==> src/rtl/q4_lsu.sv <==
// Q4 load/store stage: drives a req/gnt + rvalid data-memory bus,
// builds byte enables and lane-replicated store data, aligns and
// extends load data, and stalls Q1-Q4 until each access completes.
//
// Ports:
//   i_clk, i_rst            clock, async active-high reset
//   i_valid, i_mem_read,
//   i_mem_write, i_funct3,
//   i_addr, i_store_data    Q3->Q4 register contents
//   o_dmem_*                bus request side (req/we/addr/be/wdata)
//   i_dmem_*                bus response side (gnt/rvalid/rdata)
//   o_load_data, o_done     load result, valid during the done pulse
//   o_stall                 hold pipeline registers Q1-Q4
//   o_misaligned, o_illegal access rejected without bus traffic
module q4_lsu #(
    parameter int XLEN = 32
) (
    input  logic            i_clk,
    input  logic            i_rst,
    input  logic            i_valid,
    input  logic            i_mem_read,
    input  logic            i_mem_write,
    input  logic [2:0]      i_funct3,
    input  logic [XLEN-1:0] i_addr,
    input  logic [XLEN-1:0] i_store_data,
    output logic            o_dmem_req,
    output logic            o_dmem_we,
    output logic [XLEN-1:0] o_dmem_addr,
    output logic [3:0]      o_dmem_be,
    output logic [XLEN-1:0] o_dmem_wdata,
    input  logic            i_dmem_gnt,
    input  logic            i_dmem_rvalid,
    input  logic [XLEN-1:0] i_dmem_rdata,
    output logic [XLEN-1:0] o_load_data,
    output logic            o_done,
    output logic            o_stall,
    output logic            o_misaligned,
    output logic            o_illegal
);

    typedef enum logic [1:0] {
        S_IDLE,
        S_REQ,
        S_WAIT,
        S_DONE
    } state_t;

    state_t state_q, state_d;

    logic            cap_we;
    logic [XLEN-3:0] cap_word;
    logic [3:0]      cap_be;
    logic [XLEN-1:0] cap_wdata;
    logic [2:0]      cap_funct3;
    logic [1:0]      cap_off;
    logic [XLEN-1:0] load_q;

    logic            mem_op;
    logic            bad_f3;
    logic            is_illegal;
    logic            is_misal;
    logic            accept;
    logic            is_b;
    logic            is_h;
    logic [3:0]      be_n;
    logic [XLEN-1:0] wdata_n;
    logic [XLEN-1:0] shifted;
    logic [XLEN-1:0] ext_data;

    // Reset is folded into the request decode so every output reads
    // zero while reset is held, even with a live instruction present.
    assign mem_op = i_valid & (i_mem_read | i_mem_write) & ~i_rst;
    assign bad_f3 = (i_funct3 == 3'b011) | (i_funct3[2] & i_funct3[1]);
    assign is_illegal = mem_op & (bad_f3 | (i_mem_read & i_mem_write));

    assign is_b = (i_funct3[1:0] == 2'b00);
    assign is_h = (i_funct3[1:0] == 2'b01);

    assign is_misal = mem_op & ~is_illegal &
                      ((is_h & i_addr[0]) |
                       (i_funct3[1:0] == 2'b10 & |i_addr[1:0]));

    assign accept = mem_op & ~is_illegal & ~is_misal;

    always_comb begin
        be_n    = 4'hF;
        wdata_n = i_store_data;
        unique case (1'b1)
            is_b: begin
                be_n    = 4'b0001 << i_addr[1:0];
                wdata_n = {4{i_store_data[7:0]}};
            end
            is_h: begin
                be_n    = 4'b0011 << {i_addr[1], 1'b0};
                wdata_n = {2{i_store_data[15:0]}};
            end
            default: begin
                be_n    = 4'hF;
                wdata_n = i_store_data;
            end
        endcase
    end

    // Move the addressed lane down to bit 0, then extend by size/sign.
    assign shifted = i_dmem_rdata >> {cap_off, 3'b000};

    always_comb begin
        ext_data = shifted;
        unique case (1'b1)
            cap_funct3[1:0] == 2'b00:
                ext_data = {{24{shifted[7] & ~cap_funct3[2]}},
                            shifted[7:0]};
            cap_funct3[1:0] == 2'b01:
                ext_data = {{16{shifted[15] & ~cap_funct3[2]}},
                            shifted[15:0]};
            default:
                ext_data = i_dmem_rdata;
        endcase
    end

    always_comb begin
        state_d      = state_q;
        o_stall      = 1'b0;
        o_misaligned = 1'b0;
        o_illegal    = 1'b0;
        o_dmem_req   = 1'b0;
        o_done       = 1'b0;
        unique case (state_q)
            S_IDLE: begin
                o_illegal    = is_illegal;
                o_misaligned = is_misal;
                o_stall      = accept;
                if (accept) state_d = S_REQ;
            end
            S_REQ: begin
                o_dmem_req = 1'b1;
                o_stall    = 1'b1;
                if (i_dmem_gnt) state_d = S_WAIT;
            end
            S_WAIT: begin
                o_stall = 1'b1;
                if (i_dmem_rvalid) state_d = S_DONE;
            end
            S_DONE: begin
                o_done  = 1'b1;
                state_d = S_IDLE;
            end
            default: state_d = S_IDLE;
        endcase
    end

    always_ff @(posedge i_clk or posedge i_rst) begin
        if (i_rst) begin
            state_q    <= S_IDLE;
            cap_we     <= 1'b0;
            cap_word   <= '0;
            cap_be     <= '0;
            cap_wdata  <= '0;
            cap_funct3 <= '0;
            cap_off    <= '0;
            load_q     <= '0;
        end else begin
            state_q <= state_d;
            if (state_q == S_IDLE && accept) begin
                cap_we     <= i_mem_write;
                cap_word   <= i_addr[XLEN-1:2];
                cap_be     <= be_n;
                cap_wdata  <= wdata_n;
                cap_funct3 <= i_funct3;
                cap_off    <= i_addr[1:0];
            end
            if (state_q == S_WAIT && i_dmem_rvalid) begin
                load_q <= cap_we ? '0 : ext_data;
            end
        end
    end

    assign o_dmem_we    = cap_we;
    assign o_dmem_addr  = {cap_word, 2'b00};
    assign o_dmem_be    = cap_be;
    assign o_dmem_wdata = cap_wdata;
    assign o_load_data  = load_q;

endmodule

==> config.mk <==
export PLATFORM = sky130hd
export DESIGN_NAME = q4_lsu
export DESIGN_NICKNAME = d
export VERILOG_FILES = /design/src/rtl/q4_lsu.sv
export SDC_FILE = /design/constraint.sdc
export NUM_CORES = 1
export LEC_CHECK = 0
export BUFFER_PORTS_ARGS = -buffer_cell sky130_fd_sc_hd__buf_2
export CORE_ASPECT_RATIO = 1.5
export CORE_MARGIN = 4
export CORE_UTILIZATION = 36
export DETAILED_ROUTE_END_ITERATION = 10
export GPL_TIMING_DRIVEN = 0
export SYNTH_ARGS = -nofsm -noshare
export SYNTH_HDL_FRONTEND = slang
export SYNTH_SLANG_ARGS = --single-unit
==> constraint.sdc <==
create_clock -name i_clk -period 8.76 [get_ports i_clk]
set_clock_uncertainty 0.2 [all_clocks]
set_input_delay 1.752 -clock i_clk [delete_from_list [all_inputs] [get_ports i_clk]]
set_output_delay 1.752 -clock i_clk [all_outputs]
set_load 0.05 [all_outputs]
==> impl_metrics.json <==
{
  "fin_crit_sh": 0.610,
  "clk_latency_ns": 0.34,
  "layout.nets": 747,
  "fill_cells": 1366,
  "p_per_area_nw_per_um2": 428,
  "die-height_um": 158,
  "maxCapViolCount": 0,
  "use_met3": 0.0534,
  "synthArstFlopShare": 1.00,
  "yosysTopAreaCellShare": 0.494,
  "clkSinkCount": 106,
  "setup_violations": 0,
  "synth_cell_types": 48,
  "synth-warning-count": 0,
  "cts_max_level": 3,
  "synth-edff-count": 0,
  "drt-pass1-iter-count": 4,
  "synth-seq-area-share": 0.494,
  "cp-startpoint": "i_funct3[1]",
  "p_int_mw": 1.47,
  "fin_cells": 838,
  "run_status": "complete, no violations",
  "clkSlewWorstSetupHoldPaths_ns": 0.07,
  "startpoint_type": "input port",
  "p_sw_mw": 1.52,
  "cp_max_fo": 10,
  "wirelength_mm": 15.2,
  "slew_viol_final": 0,
  "netlist_instances": 417,
  "post_cts_resized": 0,
  "grt.busiest_layer": "met2",
  "slowest_stage": "a2bb2oi_2",
  "dpl.hpwl_mm": 11.7,
  "ys_ff_latch": 106,
  "final_core_util": 0.479,
  "comb_power_share": 0.573,
  "required_ns": 6.81,
  "pre_cts_ws_ns": 3.39,
  "core-area_um2": 14600,
  "criticalPathCategory": "input port to primary output",
  "hold_start": "o_load_data[4]",
  "grt_pass1_wl_mm": 23.6,
  "remaining_drc_errors": 0,
  "viasPerCell": 5.00,
  "vias": 4191,
  "ys_top_cells_by_count": "dfrtp_1 (106), mux2_4 (69), nand2_1 (29), mux2_2 (22), nor2_1 (19)",
  "hold_path_class": "flop to flop",
  "cts_buffer_depth": 2,
  "cts_tree": "built",
  "first_global_vias": 4409,
  "slew-limit-headroom": 0.0902,
  "post_drt_wl_per_cell_um": 18.1,
  "die_w_um": 108,
  "p_leak_nw": 3.75,
  "pwr-share-seq": 0.288,
  "portBuffers": 207,
  "ios": 212,
  "antenna_found_initial": 0,
  "antenna_cells": 0,
  "first_iter_violations": 108,
  "crit_arrival_ns": 3.39,
  "cpPeakStageDelay_ns": 0.31,
  "vdd_ir_drop_max_mv": 0.208,
  "setup.worst_path.end_class": "primary output",
  "synthTopCellsByArea": "dfrtp_1 (49%), mux2_4 (19%), mux2_2 (4.6%)",
  "use_met1": 0.211,
  "min_period_ns": 5.34,
  "clock-root-buffer": "clkbuf_16",
  "use_met2": 0.309,
  "gr-usage-all-layers": 0.176,
  "timing.hold.ws_ns": 0.286,
  "dp.cells": 822,
  "postCtsHoldBufs": 0,
  "drive_gt1_frac": 0.519,
  "power_frac_clock": 0.139,
  "tns_ns": 0,
  "rsz0062_at_grt": "no",
  "rows": 54,
  "crit_path_cell_trace": "clkbuf_1, xor2_1, a2bb2oi_2, nand4_4, buf_6, a21oi_1, buf_2",
  "gp_congestion": 0.843,
  "fmaxAchievable_mhz": 187,
  "post_cts_buffers": 0,
  "synthesis.area_um2": 5370,
  "area_growth_pct": 30.0,
  "hold_viol_final": 0,
  "initial_core_util": 0.368,
  "p_sw_frac": 0.507,
  "yosys.area.top_type": "dfrtp_1",
  "tightest_slew_ns": 1.35,
  "synthFlopType": "dfrtp_1",
  "syn_avg_cell_area_um2": 12.9,
  "grt_overflow": 0,
  "synth.most_common_cell": "dfrtp_1",
  "die_area_um2": 17000,
  "reg2reg_from": "state_q[0]",
  "drtAntennaViolNets": 0,
  "finalWorstSetupSlack_ns": 3.42,
  "grt_max_degree": 62,
  "numCtsBuffers": 9
}
## layout make-up
| class | count | area (um^2) | share of cell area |
|---|---|---|---|
| plain buffers | 28 | 179 | 0.0256 |
| flip-flops and latches | 106 | 2650 | 0.380 |
| clock inverters | 7 | 73.8 | 0.0106 |
| repair buffers | 208 | 1060 | 0.152 |
| multi-input cells | 277 | 2520 | 0.360 |
| inverters | 7 | 28.8 | 0.00412 |
| well taps | 196 | 245 | 0.0351 |
| clock buffers | 9 | 225 | 0.0322 |
## registers in the layout (all words and copies together), names as in the netlist
| register | count |
|---|---|
| o_dmem_be | 4 |
| cap_funct3 | 3 |
| o_dmem_we | 1 |
| o_load_data | 32 |
| o_dmem_wdata | 32 |
| state_q | 2 |
| cap_word | 30 |
| cap_off | 2 |
## power groups by stage
stage | combinational (mW) | clock (mW) | sequential (mW)
6_report | 1.72 | 0.415 | 0.862
3_3_place_gp | 1.71 | 0 | 0.860
3_5_place_dp | 1.73 | 0 | 0.865
4_1_cts | 1.73 | 0.425 | 0.863
5_1_grt | 1.80 | 0.446 | 0.892
2_1_floorplan | 0.557 | 0 | 1.62
## layout by cell type (no fill, tap or decap), types with 8 or more instances in the layout
cell,count
buf_2,209
nor2_1,19
mux2_4,69
o21ai_0,16
nand2b_1,8
a22oi_1,8
mux2i_1,15
clkbuf_16,9
nand2_1,29
a21oi_1,10
dfrtp_1,106
mux2_2,22
clkbuf_1,15
a221o_1,16
buf_6,8
## metal layers
layer | part of all wire | up-vias | wire, um
met1 | 0.39 | 2055 | 5960
met4 | 0.013 | 0 | 197
li1 | - | 1944 | -
met5 | 0 | - | 0
met3 | 0.084 | 10 | 1270
met2 | 0.51 | 182 | 7770
## path summary, 6_finish.rpt
check                             endpoint  cells past startpoint  slack, ns
setup / recovery                   o_stall                      7       3.42
hold / removal              o_load_data[4]                      2       0.29
setup reg to reg           o_load_data[15]                      7       5.91
hold reg to reg             o_load_data[4]                      2       0.29
max in group asynchronous  o_load_data[13]                      3       6.35
min in group asynchronous     cap_word[20]                      2       1.29
## through the flow
step	power (mW)	area [um^2]
6_report	2.99	6990
5_1_grt	3.14	6990
4_1_cts	3.02	6990
3_5_place_dp	2.59	6690
3_3_place_gp	2.57	6660
2_1_floorplan	2.18	5380
## kinds of logic (layout without fill, tap and decap cells)
group                    after synthesis  count (layout)  synth area share
multiplexers                         106             106             0.267
AND/OR/NAND/NOR                       89              89            0.0834
XOR/XNOR                               3               3           0.00489
adder cells (fa/ha/maj)                5               5            0.0112
flip-flops                           106             106             0.494
other                                  1               2          0.000698
buffers and inverters                 35             259            0.0382
AO/OA/AOI/OAI                         72              72             0.101
## critical path, delay by kind of cell
| kind | cells | cell delay [ns] |
|---|---|---|
| xor+xnor | 1 | 0.12 |
| buf+inv | 3 | 0.76 |
| compound gates | 2 | 0.46 |
| simple gates | 1 | 0.29 |
(Power assumes the default switching activity.)
